### src/rtl/spi_pkg.sv
// Shared encodings and defaults for the SPI request arbiter and its clients.
package spi_pkg;

    typedef enum logic [2:0] {
        ST_IDLE   = 3'd0,
        ST_LAUNCH = 3'd1,
        ST_BUSY   = 3'd2,
        ST_RESP   = 3'd3,
        ST_GAP    = 3'd4
    } state_t;

    localparam logic [9:0]  SPI_CLK_DIV_DEF = 10'd10;
    localparam logic [15:0] SPI_TIMEOUT_DEF = 16'd4095;

    localparam logic SPI_WE_WRITE = 1'b1;
    localparam logic SPI_WE_READ  = 1'b0;

    // Counter value on the third LAUNCH cycle; master sync + done-clear need 3 cycles.
    localparam logic [15:0] LAUNCH_MIN_M1 = 16'd2;

endpackage

### src/rtl/rr_arb2.sv
// Two-way round-robin grant; last_grant resets to 1 so requester 0 wins first.
module rr_arb2 (
    input  logic i_clock,
    input  logic i_reset,
    input  logic i_req0,
    input  logic i_req1,
    input  logic i_take,
    output logic o_valid,
    output logic o_gnt
);

    logic r_last;
    logic w_gnt;

    always_comb begin
        if (i_req0 && i_req1) w_gnt = ~r_last;
        else                  w_gnt = i_req1;
    end

    assign o_valid = i_req0 | i_req1;
    assign o_gnt   = w_gnt;

    always_ff @(posedge i_clock or posedge i_reset) begin
        if (i_reset)                 r_last <= 1'b1;
        else if (i_take && o_valid)  r_last <= w_gnt;
    end

endmodule

### src/rtl/spi_req_arbiter.sv
// Serialises two clients' register requests onto one spi_master, generating
// the start-level handshake, tracking sticky done and aborting on timeout.
module spi_req_arbiter import spi_pkg::*; #(
    parameter logic [9:0]  CLK_DIV = SPI_CLK_DIV_DEF,
    parameter logic [15:0] TIMEOUT = SPI_TIMEOUT_DEF
) (
    input  logic       i_clock,
    input  logic       i_reset,
    input  logic       i_req0,
    input  logic       i_req1,
    input  logic       i_we0,
    input  logic       i_we1,
    input  logic [7:0] i_addr0,
    input  logic [7:0] i_addr1,
    input  logic [7:0] i_wdata0,
    input  logic [7:0] i_wdata1,
    output logic       o_ack0,
    output logic       o_ack1,
    output logic [7:0] o_rdata,
    output logic       o_err,
    output logic       o_busy,
    output logic [9:0] o_spi_freq,
    output logic [7:0] o_spi_addr,
    output logic [7:0] o_spi_wdata,
    output logic       o_spi_start_wr,
    output logic       o_spi_start_re,
    input  logic [7:0] i_spi_rdata,
    input  logic       i_spi_done
);

    state_t      r_state, w_next;
    logic [15:0] r_tmo;
    logic        r_we, r_id, r_err, r_gap;
    logic [7:0]  r_addr, r_wdata, r_rdata;
    logic        w_grant, w_req_any, w_gnt_id, w_tmo_hit;
    logic        w_sel_we;
    logic [7:0]  w_sel_addr, w_sel_wdata;

    rr_arb2 u_arb (
        .i_clock (i_clock),
        .i_reset (i_reset),
        .i_req0  (i_req0),
        .i_req1  (i_req1),
        .i_take  (w_grant),
        .o_valid (w_req_any),
        .o_gnt   (w_gnt_id)
    );

    assign w_sel_we    = w_gnt_id ? i_we1    : i_we0;
    assign w_sel_addr  = w_gnt_id ? i_addr1  : i_addr0;
    assign w_sel_wdata = w_gnt_id ? i_wdata1 : i_wdata0;
    assign w_tmo_hit   = (r_tmo == TIMEOUT);

    always_comb begin
        w_next  = r_state;
        w_grant = 1'b0;
        case (r_state)
            ST_IDLE: if (w_req_any) begin
                w_grant = 1'b1;
                w_next  = ST_LAUNCH;
            end
            // Timeout outranks the normal exit in both LAUNCH and BUSY.
            ST_LAUNCH: begin
                if (w_tmo_hit)                                    w_next = ST_RESP;
                else if (r_tmo >= LAUNCH_MIN_M1 && !i_spi_done)   w_next = ST_BUSY;
            end
            ST_BUSY: if (w_tmo_hit || i_spi_done) w_next = ST_RESP;
            ST_RESP: w_next = ST_GAP;
            ST_GAP:  if (r_gap) w_next = ST_IDLE;
            default: w_next = ST_IDLE;
        endcase
    end

    always_ff @(posedge i_clock or posedge i_reset) begin
        if (i_reset) begin
            r_state <= ST_IDLE;
            r_tmo   <= 16'd0;
            r_we    <= SPI_WE_READ;
            r_id    <= 1'b0;
            r_err   <= 1'b0;
            r_gap   <= 1'b0;
            r_addr  <= 8'd0;
            r_wdata <= 8'd0;
            r_rdata <= 8'd0;
        end else begin
            r_state <= w_next;
            r_gap   <= (r_state == ST_GAP);
            if (w_grant) begin
                r_id    <= w_gnt_id;
                r_we    <= w_sel_we;
                r_addr  <= w_sel_addr;
                r_wdata <= (w_sel_we == SPI_WE_WRITE) ? w_sel_wdata : 8'd0;
                r_tmo   <= 16'd0;
            end else if (r_state == ST_LAUNCH || r_state == ST_BUSY) begin
                r_tmo <= r_tmo + 16'd1;
            end
            // Capture on entry so data and err are already valid in the ack cycle.
            if (w_next == ST_RESP && r_state != ST_RESP) begin
                r_err <= w_tmo_hit;
                if (r_we == SPI_WE_READ) r_rdata <= i_spi_rdata;
            end
        end
    end

    assign o_busy         = (r_state != ST_IDLE);
    assign o_spi_start_wr = (r_state == ST_LAUNCH) && (r_we == SPI_WE_WRITE);
    assign o_spi_start_re = (r_state == ST_LAUNCH) && (r_we == SPI_WE_READ);
    assign o_ack0         = (r_state == ST_RESP) && !r_id;
    assign o_ack1         = (r_state == ST_RESP) &&  r_id;
    assign o_err          = (r_state == ST_RESP) && r_err;
    assign o_rdata        = r_rdata;
    assign o_spi_addr     = r_addr;
    assign o_spi_wdata    = r_wdata;
    assign o_spi_freq     = CLK_DIV;

endmodule

### config.mk
export PLATFORM = sky130hd
export DESIGN_NAME = spi_req_arbiter
export DESIGN_NICKNAME = d
export VERILOG_FILES = /design/src/rtl/spi_pkg.sv /design/src/rtl/rr_arb2.sv /design/src/rtl/spi_req_arbiter.sv
export SDC_FILE = /design/constraint.sdc
export NUM_CORES = 1
export LEC_CHECK = 0
export CELL_PAD_IN_SITES_DETAIL_PLACEMENT = 1
export CELL_PAD_IN_SITES_GLOBAL_PLACEMENT = 1
export CORE_MARGIN = 2
export CORE_UTILIZATION = 40
export DETAILED_ROUTE_END_ITERATION = 8
export DONT_BUFFER_PORTS = 1
export GPL_TIMING_DRIVEN = 0
export PLACE_DENSITY = 0.66
export SETUP_SLACK_MARGIN = 0.1
export SLEW_MARGIN = 15
export SYNTH_ARGS = -nofsm -noshare
export SYNTH_HDL_FRONTEND = slang
export SYNTH_HIERARCHICAL = 1
export SYNTH_SLANG_ARGS = --single-unit
### constraint.sdc
create_clock -name i_clock -period 3.8 [get_ports i_clock]
set_clock_uncertainty 0.1 [all_clocks]
set_input_delay 0.76 -clock i_clock [delete_from_list [all_inputs] [get_ports i_clock]]
set_output_delay 0.76 -clock i_clock [all_outputs]
set_load 0.01 [all_outputs]
======== Word-level counts from Yosys, hierarchy flattened ========
Cells that the tools add are included.
storage, ports and cells
  word-level logic and storage cells ...... 54
  bits of input ports ..................... 47
  flip-flop bits (word level) ............. 48
operators by class
  $lt $le $gt $ge ......................... 1
  equality and inequality tests ........... 7
  bitwise operators ....................... 3
  multiplexer cells ....................... 15
  reduce and logical (&&, ||, !) cells .... 17
  add/subtract/negate cells ............... 1
operators by type and width
  operator               count
  $mux 16                2
  $mux 8                 3
  $add 16x1->16 const B  1
  $eq 16x12->1 const B   1
  $ge 16x2->1 const B    1
  $mux 3                 5
  $pmux 3 s5             1
  $eq 3x2->1 const B     3
  $logic_and 1x1->1      9
  $mux 1                 4
  $eq 3x1->1 const B     1
  $eq 3x3->1 const B     1
  $logic_not 3->1        1
  $ne 3x2->1 const B     1
  $reduce_bool 3->1      1
  $logic_not 1->1        2
  $logic_or 1x1->1       2
  $not 1->1              2
  $reduce_and 2->1       1
  $reduce_bool 2->1      1
  $or 1x1->1             1

======== Logic depth before layout (Yosys ltp) ========
  depth in word-level cells ............... 8
  gate-level depth with buffers ........... 9
  mapped depth without buffers ............ 6

======== Modules after synthesis ========
Netlist, hierarchy kept.
modules (own cells, without submodules)
  module           seq. area each (µm²)  area an instance (µm²)  times used  cells each
  spi_req_arbiter  1176.1                2469.9                  1           264
  rr_arb2          26.3                  55.1                    1           6

======== Least setup slack after synthesis ========
OpenSTA, ideal clock, no wires.
  path kind ............................... input -> register
  from .................................... in i_req1
  to ...................................... reg r_addr[0] (netlist: o_spi_addr[0])
  data arrival time ....................... 2072 ps
  path slack .............................. 1491 ps
  library setup time ...................... 137 ps
  buffers on the path ..................... 2
  data required time ...................... 3563 ps
  stages on the path ...................... 5
  path through ............................ a21boi_0 -> clkbuf_1 -> clkbuf_1 -> mux2i_1 -> a21oi_1
between the ends
  word-level cells in the longest chain between the ends .. 3
ends and longest elaborated chain
  item                                             RTL line                                      text
  start, declared                                  spi_req_arbiter.sv:10                         input logic i_req1,
  $or 1x1->1 or $logic_and 1x1->1 (tied branches)  rr_arb2.sv:20, rr_arb2.sv:16
  $mux 1 (on tied branches)                        spi_req_arbiter.sv:58, rr_arb2.sv:16
  $mux 1 or $mux 8 (tied branches)                 spi_req_arbiter.sv:57, spi_req_arbiter.sv:50
  end signal, assigned                             spi_req_arbiter.sv:91                         r_addr <= w_sel_addr;
  end, declared                                    spi_req_arbiter.sv:34                         logic [7:0] r_addr, r_wdata, r_rdata;
Parallel ways exist; a longest one is shown, timed or not.
A chain may end at the register's enable or synchronous reset.

======== Worst setup path in the final report ========
  from .................................... reg r_state[0]
  to ...................................... reg u_arb.r_last
between the ends
  word-level cells in the longest chain between the ends .. 3
ends and longest elaborated chain
  item                    RTL line               text
  start, declared         spi_req_arbiter.sv:31  state_t r_state, w_next;
  start signal, assigned  spi_req_arbiter.sv:86  r_state <= w_next;
  $logic_not 3->1         spi_req_arbiter.sv:57  case (r_state)
  $mux 1                  spi_req_arbiter.sv:57
  named net w_grant       spi_req_arbiter.sv:35  logic w_grant, w_req_any, w_gnt_id, w_tmo_hit;
  $logic_and 1x1->1       rr_arb2.sv:25          else if (i_take && o_valid) r_last <= w_gnt;
  end signal, assigned    rr_arb2.sv:25
  end, declared           rr_arb2.sv:12          logic r_last;
The timed path passes the listed nets, and every way through them passes these cells.

==> metrics.md <==
| Metric | Value |
|---|---|
| Nets@finish | `335` |
| Hold Slack | `between 0.2 and 0.25 ns` |
| Synth top area cells | `dfrtp_1 (47%), mux2i_1 (7.1%), nand2_1 (6.1%), a21oi_1 (3.4%), buf_4 (3.0%)` |
| Top_reg_cell synth | `dfrtp_1` |
| Required time of the worst setup path | `3.93 ns` |
| Count of unique library cells instantiated by Yosys | `44` |
| Share of flip-flops with an asynchronous set or reset after synthesis | `1.00` |
| Class of the tightest hold or removal check | `in -> async` |
| Total of hold buffers inserted after clock tree synthesis | `0` |
| Number of synthesis warnings | `6` |
| Setup repair after global routing missed its margin | `no` |
| Final wirelength | `6120 um` |
| Pre-CTS worst setup slack | `1.18 ns` |
| Max FO, Critical Path | `11` |
| Die area | `0.00696 sq mm` |
| Clock network fraction of total power | `0.213` |
| Commonest non-fill, non-tap cell in the layout | `dfrtp_1` |
| Total of endpoints with negative setup slack in the final report | `0` |
| EDFF count, synth | `0` |
| Transition at the pin with the smallest max-transition slack | `0.994 ns` |
| Peak ir drop on the vdd network | `approximately 0.33 mV` |
| Setup crit start kind | `flop` |
| Commonest cells after routing, fill and taps aside | `dfrtp_1 (47), nand2_1 (41), mux2i_1 (18)` |
| Global route overflow | `0` |
| Fraction of met2 tracks used by global routing | `0.284` |
| Util after Layout | `0.464` |
| Clock tree from TritonCTS | `built` |
| Residual DRC | `0` |
| Post-synthesis area per instance | `9.35 sq um` |
| Worst-skew pair later-pin latency | `0.30 ns` |
| Most used cell, CP | `buf_2` |
| Initial antenna violation count | `0` |
| Minimum setup slack in the final design | `1.30 ns` |
| Library cell occupying the most area in the post-synthesis netlist | `dfrtp_1` |
| Number of synthesized register bits | `between 40 and 50` |
| Endpoint arrival time on the critical path | `2.63 ns` |
| Post-DR wirelength/cell | `17.0 um` |
| Post CTS Setup Buffer Count | `0` |
| Nature of the critical path endpoint | `flop` |
| H-tree level count | `2` |
| Fraction of power consumed by combinational cells | `0.368` |
| Internal power | `1.19 mW` |
| Switch share | `0.410` |
| Sw Pwr | `823 uW` |
| Via-per-instance ratio | `around 5.7` |
| Status | `finished, final reports clean` |
| Post-DRT Antenna Nets | `0` |
| Total negative setup slack | `0 ns` |
| Detailed router's first-iteration violation count | `43` |
| Lkg Pwr | `1.23 nW` |
| Cell at the slowest stage of the critical path | `or3_1` |
| Antenna Cells | `0` |
| Register area share after synthesis | `0.476` |
| Met3 usage in global routing | `0.0455` |
| Proportion of netlist area held by the largest area contributor | `0.466` |
| Maximum number of pins on one net before global-route repair | `33` |
| Max Clk Rate | `400 MHz` |
| Fraction of layout cells with a size suffix above 1 | `0.0944` |
| Global-route wire length before repair | `9920 um` |
| Via count of the first global-routing pass | `2,028` |
| First-pass iteration count of the detailed router | `4` |
| Period Utilization, post-route | `0.658` |
| Area of the mapped netlist | `0.00252 sq mm` |
| Vias after detailed routing | `2,062` |
| Number of buffer cells added on primary ports | `0` |
| Site Rows | `28` |
| Cell chain of the critical path | `buf_2, or3_1, or2_0, clkbuf_1, inv_1, buf_2, buf_2, a21oi_1, a31oi_1` |
| Slew headroom | `0.332` |
| Number of maximum-capacitance constraint violations | `0` |
| Number of instances resized during post-cts repair | `0` |
| Hold Violations, Final | `0` |
| Highest cell delay on the worst timing path | `0.47 ns` |
| P&R area growth vs syn | `10.8%` |
| Weighted congestion reported at the end of routability-driven placement | `0.739` |
| Placeable Area | `0.00603 sq mm` |
| Number of sinks driven by the clock tree | `48` |
| Overall track demand over capacity in global routing | `0.173` |
| Number of CTS-inserted buffers | `5` |
| Pwr/cell area | `a little over 700 mW/mm^2` |
| Number of instances in the synthesized netlist | `between 200 and 300` |
| Initial Utilization | `0.419` |
| HPWL after DPL | `4490 um` |
| Horizontal extent of the die | `83.5 um` |
| Die height | `83.5 um` |
| Busiest metal layer after global routing | `met2` |
| Maximum clock insertion buffer count | `2` |
| Clk root buf | `clkbuf_8` |
| Global Route met1 Usage | `0.229` |
| Category of the critical setup timing path | `reg -> reg` |
| Clock slew at reported path FFs | `around 0.09 ns` |
| Max Transition Viols Final | `0` |
| Final Critical Period | `roughly 2.5 ns` |
| Sequential Power Share | `0.418` |
| # IOs | `87` |
critical path, delay by kind of cell (launching register included):
family / cells / cell delay (ns)
buffers and inverters: 5 / 1.03
flip-flops: 1 / 0.36
AND/OR/NAND/NOR: 2 / 0.70
AO/OA/AOI/OAI: 2 / 0.24
path summary, 6_finish.rpt:
check | end | slack [ns] | start | cells after the start
setup / recovery | u_arb/r_last | 1.30 | r_state[0] | 9
hold reg to reg | r_state[2] | 0.34 | r_gap | 1
hold / removal | r_tmo[7] | 0.21 | i_reset | 1
min in group i_clock | r_state[2] | 0.34 | r_gap | 1
setup reg to reg | u_arb/r_last | 1.30 | r_state[0] | 9
max in group asynchronous | o_rdata[0] | 2.89 | i_reset | 2
cell type report:
type,instances,area (sq um)
Buffer,24,133
Clock buffer,5,68.8
Clock inverter,2,60.1
Fill cell,730,3230
Inverter,7,26.3
Multi-Input combinational cell,199,1190
Sequential cell,48,1200
Tap cell,75,93.8
Timing Repair Buffer,1,20.0
power by group through the flow:
stage	registers, mW	logic [mW]	clock network [mW]
floorplan	0.813	0.572	0
global route	0.867	0.845	0.456
CTS	0.843	0.751	0.443
finish	0.840	0.740	0.429
detailed placement	0.850	0.748	0
global placement	0.850	0.726	0
flip-flops by register name, summed over array words and instances, names as in the netlist:
signal        cells
o_spi_addr        8
o_spi_wdata       8
r_gap             1
r_we              1
r_tmo            16
r_err             1
o_rdata           8
r_state           3
r_id              1
u_arb/r_last      1
synthesized netlist by cell type (all sizes together) (2+ instances only):
cell,number
dfrtp,47
nand2,41
mux2i,18
a21oi,17
nor2,17
buf,15
o21ai,15
clkbuf,9
o211ai,9
o2111ai,8
inv,7
nand3,6
nor4,6
or3,6
xnor2,5
nor3,4
or4,4
and2,3
and4,3
o31ai,3
or2,3
a31oi,2
and3,2
conb,2
ha,2
nand2b,2
nand4,2
cells by family after synthesis:
kind of cell / share of synthesized area
AND/OR/NAND/NOR: 0.202
AO/OA/AOI/OAI: 0.149
flip-flops: 0.476
buffers and inverters: 0.0629
multiplexers: 0.0758
XOR/XNOR: 0.0208
adder cells (fa/ha/maj): 0.00991
other: 0.00297
through the flow:
stage / total power, mW / instances / cell area [sq um]
2_1_floorplan: 1.38 / 278 / 2550
3_3_place_gp: 1.58 / 353 / 2650
3_5_place_dp: 1.60 / 354 / 2670
4_1_cts: 2.04 / 361 / 2800
5_1_grt: 2.17 / 361 / 2800
6_report: 2.01 / 361 / 2800
routing by layer:
metal  up-vias  part of all wire
li1        969                 -
met1      1020              0.45
met2        66              0.47
met3         7             0.066
met4         0            0.0096
met5         -                 0
No activity file was read; power rests on OpenSTA's default activity.
